--- config.mk ---
export PLATFORM = sky130hd
export DESIGN_NAME = muldiv_hilo_ctrl
export DESIGN_NICKNAME = d
export VERILOG_FILES = /design/src/rtl/muldiv_hilo_ctrl_pkg.sv /design/src/rtl/muldiv_hilo_ctrl_div_iter_step.sv /design/src/rtl/muldiv_hilo_ctrl.sv
export SDC_FILE = /design/constraint.sdc
export NUM_CORES = 2
export LEC_CHECK = 0
export ABC_AREA = 1
export CAP_MARGIN = 5
export CORE_MARGIN = 2
export CORE_UTILIZATION = 55
export CTS_CLUSTER_DIAMETER = 100
export DETAILED_ROUTE_END_ITERATION = 10
export DONT_BUFFER_PORTS = 1
export PLACE_DENSITY = 0.7
export SLEW_MARGIN = 20
export SYNTH_ARGS = -nofsm -noshare
export SYNTH_HDL_FRONTEND = slang
export SYNTH_HIERARCHICAL = 1
export SYNTH_SLANG_ARGS = --single-unit
--- constraint.sdc ---
create_clock -name clk -period 16.4 [get_ports clk]
set_clock_uncertainty 0.05 [all_clocks]
set_input_delay 3.28 -clock clk [delete_from_list [all_inputs] [get_ports clk]]
set_output_delay 3.28 -clock clk [all_outputs]
set_load 0.01 [all_outputs]
--- src/rtl/muldiv_hilo_ctrl_pkg.sv ---
// Shared types for the HI/LO multiply/divide sequencer.
// Holds the muldiv op encoding, FSM state codes and decode helpers.
package muldiv_hilo_ctrl_pkg;

    typedef enum logic [3:0] {
        MD_NONE  = 4'd0,
        MD_MULT  = 4'd1,
        MD_MULTU = 4'd2,
        MD_DIV   = 4'd3,
        MD_DIVU  = 4'd4,
        MD_MADD  = 4'd5,
        MD_MADDU = 4'd6,
        MD_MSUB  = 4'd7,
        MD_MSUBU = 4'd8,
        MD_MTHI  = 4'd9,
        MD_MTLO  = 4'd10
    } muldiv_op_t;

    typedef logic [1:0] muldiv_state_t;

    localparam muldiv_state_t ST_IDLE = 2'd0;
    localparam muldiv_state_t ST_MUL  = 2'd1;
    localparam muldiv_state_t ST_DIV  = 2'd2;
    localparam muldiv_state_t ST_FIX  = 2'd3;

    typedef enum logic [1:0] {
        ACC_NONE = 2'd0,
        ACC_ADD  = 2'd1,
        ACC_SUB  = 2'd2
    } acc_mode_t;

    localparam logic [5:0] OPC_SPECIAL  = 6'h00;
    localparam logic [5:0] OPC_SPECIAL2 = 6'h1C;

    localparam logic [5:0] FN_MTHI  = 6'h11;
    localparam logic [5:0] FN_MTLO  = 6'h13;
    localparam logic [5:0] FN_MULT  = 6'h18;
    localparam logic [5:0] FN_MULTU = 6'h19;
    localparam logic [5:0] FN_DIV   = 6'h1A;
    localparam logic [5:0] FN_DIVU  = 6'h1B;
    localparam logic [5:0] FN_MADD  = 6'h00;
    localparam logic [5:0] FN_MADDU = 6'h01;
    localparam logic [5:0] FN_MSUB  = 6'h04;
    localparam logic [5:0] FN_MSUBU = 6'h05;

    // Decode-side mapping from instruction opcode/funct to a muldiv op.
    function automatic muldiv_op_t muldiv_decode(
        input logic [5:0] opcode,
        input logic [5:0] funct
    );
        muldiv_op_t md;
        logic sp;
        logic sp2;
        sp  = (opcode == OPC_SPECIAL);
        sp2 = (opcode == OPC_SPECIAL2);
        md  = MD_NONE;
        unique case (1'b1)
            sp  && funct == FN_MULT:  md = MD_MULT;
            sp  && funct == FN_MULTU: md = MD_MULTU;
            sp  && funct == FN_DIV:   md = MD_DIV;
            sp  && funct == FN_DIVU:  md = MD_DIVU;
            sp  && funct == FN_MTHI:  md = MD_MTHI;
            sp  && funct == FN_MTLO:  md = MD_MTLO;
            sp2 && funct == FN_MADD:  md = MD_MADD;
            sp2 && funct == FN_MADDU: md = MD_MADDU;
            sp2 && funct == FN_MSUB:  md = MD_MSUB;
            sp2 && funct == FN_MSUBU: md = MD_MSUBU;
            default:                  md = MD_NONE;
        endcase
        return md;
    endfunction

    function automatic logic is_mul_class(input muldiv_op_t op);
        return op inside {MD_MULT, MD_MULTU, MD_MADD,
                          MD_MADDU, MD_MSUB, MD_MSUBU};
    endfunction

    function automatic logic is_div_class(input muldiv_op_t op);
        return op inside {MD_DIV, MD_DIVU};
    endfunction

    function automatic logic is_signed_op(input muldiv_op_t op);
        return op inside {MD_MULT, MD_MADD, MD_MSUB, MD_DIV};
    endfunction

    function automatic acc_mode_t acc_mode(input muldiv_op_t op);
        acc_mode_t m;
        case (op)
            MD_MADD, MD_MADDU: m = ACC_ADD;
            MD_MSUB, MD_MSUBU: m = ACC_SUB;
            default:           m = ACC_NONE;
        endcase
        return m;
    endfunction

endpackage

--- src/rtl/muldiv_hilo_ctrl_div_iter_step.sv ---
// One restoring-division step: shift in the next dividend bit, trial
// subtract. Ports: rem/quo/divisor in, rem_next/quo_next out.
module div_iter_step (
    input  logic [31:0] rem,
    input  logic [31:0] quo,
    input  logic [31:0] divisor,
    output logic [31:0] rem_next,
    output logic [31:0] quo_next
);

    logic [32:0] trial;
    logic [32:0] diff;
    logic        fits;

    // quo carries the unconsumed dividend bits in its top end and
    // collects quotient bits at the bottom as they shift out.
    assign trial = {rem, quo[31]};
    assign diff  = trial - {1'b0, divisor};

    // With rem < divisor, trial < 2*divisor, so bit 32 of the
    // difference is exactly the borrow.
    assign fits = ~diff[32];

    always_comb begin
        rem_next = trial[31:0];
        quo_next = {quo[30:0], 1'b0};
        if (fits) begin
            rem_next = diff[31:0];
            quo_next = {quo[30:0], 1'b1};
        end
    end

endmodule

--- src/rtl/muldiv_hilo_ctrl.sv ---
// Multi-cycle MULT/DIV/MADD/MSUB/MTHI/MTLO sequencer owning HI/LO.
// Ports: req_* handshake in, flush, busy/done status, hi/lo out.
module muldiv_hilo_ctrl
    import muldiv_hilo_ctrl_pkg::*;
#(
    parameter int MUL_LAT = 2
) (
    input  logic        clk,
    input  logic        reset,
    input  logic        req_valid,
    input  muldiv_op_t  req_op,
    input  logic [31:0] req_a,
    input  logic [31:0] req_b,
    output logic        req_ready,
    input  logic        flush,
    output logic        busy,
    output logic        done,
    output logic [31:0] hi,
    output logic [31:0] lo
);

    muldiv_state_t state;
    logic [4:0]    cnt;
    logic          accept;
    logic          mul_last;

    logic signed [32:0] mul_a;
    logic signed [32:0] mul_b;
    acc_mode_t          mul_acc;
    logic [63:0]        prod;
    logic [63:0]        mul_result;
    logic [63:0]        hilo_next;

    logic [31:0] div_rem;
    logic [31:0] div_quo;
    logic [31:0] div_dsr;
    logic [31:0] a_orig;
    logic        neg_q;
    logic        neg_r;
    logic        div_zero;
    logic [31:0] step_rem;
    logic [31:0] step_quo;
    logic [31:0] quo_fix;
    logic [31:0] rem_fix;
    logic        a_neg;
    logic        b_neg;

    assign req_ready = (state == ST_IDLE);
    assign busy      = ~req_ready;
    assign accept    = req_valid & req_ready & ~flush;
    assign mul_last  = (state == ST_MUL) && (cnt == 5'd0);

    // A flush or reset in the final cycle discards the result.
    assign done = (mul_last || state == ST_FIX) & ~flush & ~reset;

    // Operands are sign- or zero-extended to 33 bits so a single
    // signed multiply serves both signed and unsigned variants.
    assign prod = 64'(mul_a) * 64'(mul_b);

    if (MUL_LAT > 1) begin : g_mul_pipe
        logic [63:0] pipe [MUL_LAT-1];
        always_ff @(posedge clk) begin
            pipe[0] <= prod;
            for (int i = 1; i < MUL_LAT - 1; i++) begin
                pipe[i] <= pipe[i-1];
            end
        end
        assign mul_result = pipe[MUL_LAT-2];
    end else begin : g_mul_comb
        assign mul_result = prod;
    end

    // HI/LO cannot change while busy, so accumulating here is safe.
    always_comb begin
        case (mul_acc)
            ACC_ADD: hilo_next = {hi, lo} + mul_result;
            ACC_SUB: hilo_next = {hi, lo} - mul_result;
            default: hilo_next = mul_result;
        endcase
    end

    div_iter_step u_step (
        .rem      (div_rem),
        .quo      (div_quo),
        .divisor  (div_dsr),
        .rem_next (step_rem),
        .quo_next (step_quo)
    );

    always_comb begin
        a_neg = (req_op == MD_DIV) & req_a[31];
        b_neg = (req_op == MD_DIV) & req_b[31];
    end

    assign quo_fix = neg_q ? (~div_quo + 32'd1) : div_quo;
    assign rem_fix = neg_r ? (~div_rem + 32'd1) : div_rem;

    always_ff @(posedge clk) begin
        if (accept && is_mul_class(req_op)) begin
            if (is_signed_op(req_op)) begin
                mul_a <= {req_a[31], req_a};
                mul_b <= {req_b[31], req_b};
            end else begin
                mul_a <= {1'b0, req_a};
                mul_b <= {1'b0, req_b};
            end
            mul_acc <= acc_mode(req_op);
        end
        if (accept && is_div_class(req_op)) begin
            div_rem  <= 32'd0;
            div_quo  <= a_neg ? (~req_a + 32'd1) : req_a;
            div_dsr  <= b_neg ? (~req_b + 32'd1) : req_b;
            neg_q    <= a_neg ^ b_neg;
            neg_r    <= a_neg;
            div_zero <= (req_b == 32'd0);
            a_orig   <= req_a;
        end else if (state == ST_DIV) begin
            div_rem <= step_rem;
            div_quo <= step_quo;
        end
    end

    always_ff @(posedge clk) begin
        if (reset) begin
            state <= ST_IDLE;
            cnt   <= 5'd0;
            hi    <= 32'd0;
            lo    <= 32'd0;
        end else if (flush) begin
            state <= ST_IDLE;
        end else begin
            case (state)
                ST_IDLE: begin
                    if (accept) begin
                        unique case (1'b1)
                            is_mul_class(req_op): begin
                                state <= ST_MUL;
                                cnt   <= 5'(MUL_LAT - 1);
                            end
                            is_div_class(req_op): begin
                                state <= ST_DIV;
                                cnt   <= 5'd31;
                            end
                            req_op == MD_MTHI: hi <= req_a;
                            req_op == MD_MTLO: lo <= req_a;
                            default: ;
                        endcase
                    end
                end
                ST_MUL: begin
                    if (cnt == 5'd0) begin
                        {hi, lo} <= hilo_next;
                        state    <= ST_IDLE;
                    end else begin
                        cnt <= cnt - 5'd1;
                    end
                end
                ST_DIV: begin
                    if (cnt == 5'd0) begin
                        state <= ST_FIX;
                    end else begin
                        cnt <= cnt - 5'd1;
                    end
                end
                ST_FIX: begin
                    // Divide by zero leaves the raw dividend in HI.
                    if (div_zero) begin
                        lo <= 32'hFFFF_FFFF;
                        hi <= a_orig;
                    end else begin
                        lo <= quo_fix;
                        hi <= rem_fix;
                    end
                    state <= ST_IDLE;
                end
                default: state <= ST_IDLE;
            endcase
        end
    end

endmodule

# Word level (Yosys, flattened, before mapping)
# Memory sizes are Yosys's and may differ from the RTL's.
# Index checks and enable logic that the tools add are counted.
# totals
ram_bits	64
n_memories	1
register_bits	270
output_inout_bits	67
# op_classes
n_mux	29
eq_ne	22
add_sub_neg	8
n_reduce_logical	21
bitwise	14
multipliers	1
# mem_list
memory	depth	word_bits	read_ports	rd_ports_with_merged_regs	write_ports	line	text
g_mul_pipe.pipe	1	64	1	0	1	muldiv_hilo_ctrl.sv:61	logic [63:0] pipe [MUL_LAT-1];
# ops
cell	n
$mux 32	15
$pmux 32 s3	2
$add 32x1->32 const B	4
$not 32->32	4
$pmux 64 s2	1
$add 64x64->64	1
$mul 33x33->64	1
$sub 64x64->64	1
$sub 33x32->33	1
$logic_not 32->1	1
$pmux 5 s2	2
$eq 4x3->1 const B	4
$reduce_and 5->1	3
$eq 4x4->1 const B	3
$mux 5	2
$ne 2x1->1 const B	5
$eq 4x2->1 const B	2
$pmux 2 s2	2
$pmux 2 s4	1
$reduce_or 2->1	4
$and 1x1->1	6
$eq 2x2->1 const B	3
$mux 2	3
$reduce_bool 2->1	3
16 further kinds	21

# Longest topological paths before layout
# logic_depth
ltp_word	5
depth_mapped	32
mapped_depth_nobuf	30

# Modules after synthesis
# The synthesis kept the hierarchy.
# by_module_without_submodules
module	instances	cells_each	area_each_um2
muldiv_hilo_ctrl	1	8590	63607.3
div_iter_step	1	711	3383.2

# Worst setup path before layout
# No wires, ideal clock.
# synth_timing
path_kind	register -> register
from	register mul_b[1]
to	memory g_mul_pipe.pipe[0][62]
stages_incl_launch_ff	27
arrival_ns	7.284
setup_ns	0.112
path_buffers	2
setup_slack_ns	8.953
cell_sequence	edfxtp_1 -> clkbuf_1 -> clkbuf_1 -> nand2_1 -> inv_1 -> fa_1 -> fa_1 -> fa_1 -> inv_1 -> fa_1 -> inv_1 -> fa_1 -> fa_1 -> inv_1 -> fa_1 -> fa_1 -> inv_1 -> ha_1 -> a21oi_1 -> a21boi_0 -> nor2_1 -> a211oi_1 -> o21ai_0 -> a21oi_1 -> nand2_1 -> nand2_1 -> nand2_1
# synth_via
elab_chain_len	1
# synth_rtl
element	line	text
start: declaration	muldiv_hilo_ctrl.sv:28	logic signed [32:0] mul_b;
start signal: assignment	muldiv_hilo_ctrl.sv:102	mul_b <= {req_b[31], req_b};
start signal: assignment	muldiv_hilo_ctrl.sv:105	mul_b <= {1'b0, req_b};
$mul 33x33->64	muldiv_hilo_ctrl.sv:58	assign prod = 64'(mul_a) * 64'(mul_b);
via prod[62]	muldiv_hilo_ctrl.sv:30	logic [63:0] prod;
end: declaration	muldiv_hilo_ctrl.sv:61	
# The timed path passes the listed nets, and every way through them passes these cells.

# Worst setup path after layout
# layout_timing
from	register mul_b[9]
to	memory g_mul_pipe.pipe[0][62]
# Same word-level chain as after synthesis.

==> reports/metrics.cfg <==
[run_status]
status = completed

[timing]
final_hold_viol_count = 0
rsz0062_at_grt = no
relSlewSlack_pct = 24.8
final_max_slew_viol_count = 0
holdWs_ns = 0.461
worst_pin_slew_ns = 1.12
fmax_mhz = 122
setup_viol = 0
setup_tns_ns = 0
post-route-min-period_ns = 8.21
period_share_pct = 50.0

[critical_path]
cp.arrival_ns = 8.65
cp-startpoint = mul_b[9]
startpoint_type = register
rr_startpoint = mul_b[9]
r2r-end = g_mul_pipe.pipe[0][62]
crit_path_max_fanout = 33
crit_required_ns = 16.84
r2r_slack_ns = 8.19
r2r_cells = 27
crit_path_end = g_mul_pipe.pipe[0][62]
cp-end-kind = register
path_class = reg2reg

[placed_design]
gp_congestion = 1.05
hpwl_um = 185000
io_buffers = 0
placed_cells = 10600

[floorplan]
die_x_um = 353
start_util_pct = 55.2
die-area_um2 = 125000
io_pins = 139
coreArea_um2 = 121000
fp.dieH_um = 353
placementRows = 128

[synth]
syn_area_um2 = 67000
synth-adder-area-share_pct = 39.6
synth_compound_area_share_pct = 6.49
avgSynthCellArea_um2 = 7.20
seq_area_frac_synth_pct = 12.5
synthArstFlopShare_pct = 0
synth-xor-area-share_pct = 3.03
synth_edf_count = 167
ys.flop_type = edfxtp_1
synth_cells = 9301
synth-seq-cells = 334
synth_top_family_by_area = adder cells
synth_mux_area_share_pct = 0.0149
synth_nets = 10800
yosys-top-cells-area = fa_1 34%, nand2_1 14%, inv_1 13%
yosysTopAreaCell = fa_1
yosys.area_share.simple_pct = 22.4
synth.distinct_cells = 63
synth_top_area_share_pct = 33.7
yosys_warnings = 6

[clock_tree]
clk_pin_slew_ns = 0.07
cts_buffer_depth = 3
cts_tree = done
numCtsBuffers = 40
cts_max_level = 2
insertion_delay_ns = 0.63
cts_sinks = 334
postCtsSetupBuffers = 0
cts_resized = 0
cts_hold_buf = 0
cts-root-buf = clkbuf_16

[detailed_routing]
drtAntennaViolNets = 0
vias = 58400
firstDrtPassIters = 6
avgRoutedWirePerCell_um = 21.4
wirelength_um = 229000
vias_per_cell = 5.46
drtIter0Drc = 5442
drcViolationCount = 0

[min_path]
hp-start = cnt[0]
hp-class = reg2reg

[finish]
finalNetCount = 10500
drive_gt1_share_pct = 3.29
stdcell_count = 10700
area_growth_pct = 3.62

[run]
maxCapViolCount = 0

[grt]
track_usage_pct = 37.2
grt_pass1_vias = 59600
gr-total-overflow = 0
grt_max_degree = 78
antenna_found_initial = 7
grt_first_pass_wirelength_um = 354000

-- cells by family (layout without fill, tap and decap cells) --
| kind of cell | after synthesis | count (layout) |
|---|---|---|
| AO/OA/AOI/OAI | 787 | 787 |
| XOR/XNOR | 232 | 232 |
| adder cells (fa/ha/maj) | 1446 | 1446 |
| buffers and inverters | 2803 | 2565 |
| flip-flops | 334 | 334 |
| multiplexers | 1 | 1 |
| other | 0 | 7 |
| AND/OR/NAND/NOR | 3698 | 3698 |
-- sequential cells by signal, indices dropped and copies added, names as in the netlist --
name,flops
g_mul_pipe.pipe,64
mul_a,33
mul_b,33
a_orig,32
div_dsr,32
div_quo,32
div_rem,32
hi,32
lo,32
cnt,5
mul_acc,2
state,2
div_zero,1
neg_q,1
neg_r,1
-- final cells by class --
type / instances / area [um^2]
Timing Repair Buffer: 88 / 661
Inverter: 2403 / 9020
Sequential cell: 334 / 8360
Clock inverter: 22 / 279
Clock buffer: 52 / 1100
Fill cell: 11900 / 52000
Tap cell: 1625 / 2030
Antenna cell: 7 / 17.5
Multi-Input combinational cell: 6164 / 48000
-- worst max-delay path: stages, from the launching register on --
cell and delay [ns]:
edfxtp_1 0.37, buf_4 0.31, nand2_1 0.19, inv_1 0.10, fa_1 0.69, inv_1 0.13
fa_1 0.84, inv_1 0.17, fa_1 0.72, inv_1 0.22, fa_1 0.50, fa_1 0.55
inv_1 0.05, fa_1 0.47, inv_1 0.05, fa_1 0.47, fa_1 0.49, inv_1 0.04
ha_1 0.34, a21oi_1 0.23, a21boi_0 0.34, nor2_1 0.08, a211oi_1 0.17, o21ai_0 0.12
a21oi_1 0.18, nand2_1 0.08, nand2_1 0.06, nand2_1 0.04
-- cell usage after synthesis, drive strengths merged, types with 2 or more instances --
cell type	count
a21o	14
ha	319
nand3	289
xnor2	50
o31ai	16
clkinv	5
o21ai	285
nor4	17
dfxtp	167
a21oi	363
or2	22
nand3b	14
xor2	182
o21bai	22
buf	65
a211oi	10
nor3	71
o21a	11
clkbuf	335
nand4	67
nor2	685
o221ai	4
a31oi	31
a21boi	6
edfxtp	167
and3	11
fa	1127
o22ai	3
inv	2398
o41ai	2
o211ai	16
nand2	2513
and2	7
-- stage by stage --
| stage | worst slack (ns) | util, % | cell area, um^2 |
|---|---|---|---|
| finish | 8.19 | 57.2 | 69400 |
| global route | 7.66 | 57.2 | 69400 |
| CTS | 8.07 | 57.2 | 69400 |
| detailed placement | 8.10 | 56.0 | 68000 |
| global placement | 8.20 | 56.0 | 68000 |
| floorplan | 8.95 | - | 67000 |
-- cell usage in the layout (no fill, tap or decap), types with 9 or more instances in the layout --
master	instances
o21ai_0	224
xnor2_1	50
o31ai_1	16
or2_2	15
o21ai_1	51
fa_1	1126
nor3_1	61
clkbuf_16	40
a21oi_1	357
nand3_1	284
buf_4	88
and3_1	11
o21a_1	11
o211ai_1	15
a31oi_1	31
xor2_1	182
nor3_2	10
dfxtp_1	167
o21ai_2	9
a21o_1	14
nor4_1	16
a211oi_1	10
nor2_2	17
o21bai_1	22
inv_1	2359
nand2_2	23
nand2_1	2486
nand4_1	66
ha_1	317
edfxtp_1	167
nand3b_1	13
inv_2	38
nor2_1	662
-- worst min-delay path by stage --
stage	end	slack, ns	cells after the start
6_report	cnt[0]	0.46	1
5_1_grt	cnt[1]	0.51	2
4_1_cts	cnt[0]	0.46	1
3_5_place_dp	cnt[0]	0.44	1
3_3_place_gp	cnt[0]	0.43	1
2_1_floorplan	cnt[0]	0.40	1
-- per-layer routing --
metal | track usage (%) | vias to the layer above | share of wire (%)
met5 | 0 | - | 0.017
met4 | 17.2 | 4 | 5.5
met3 | 7.40 | 524 | 10
met2 | 58.8 | 2849 | 45
met1 | 49.6 | 28300 | 40
li1 | - | 26700 | -
Power is not shown: default switching activity piles up to over one toggle a cycle in this logic, so the estimate is an artifact.
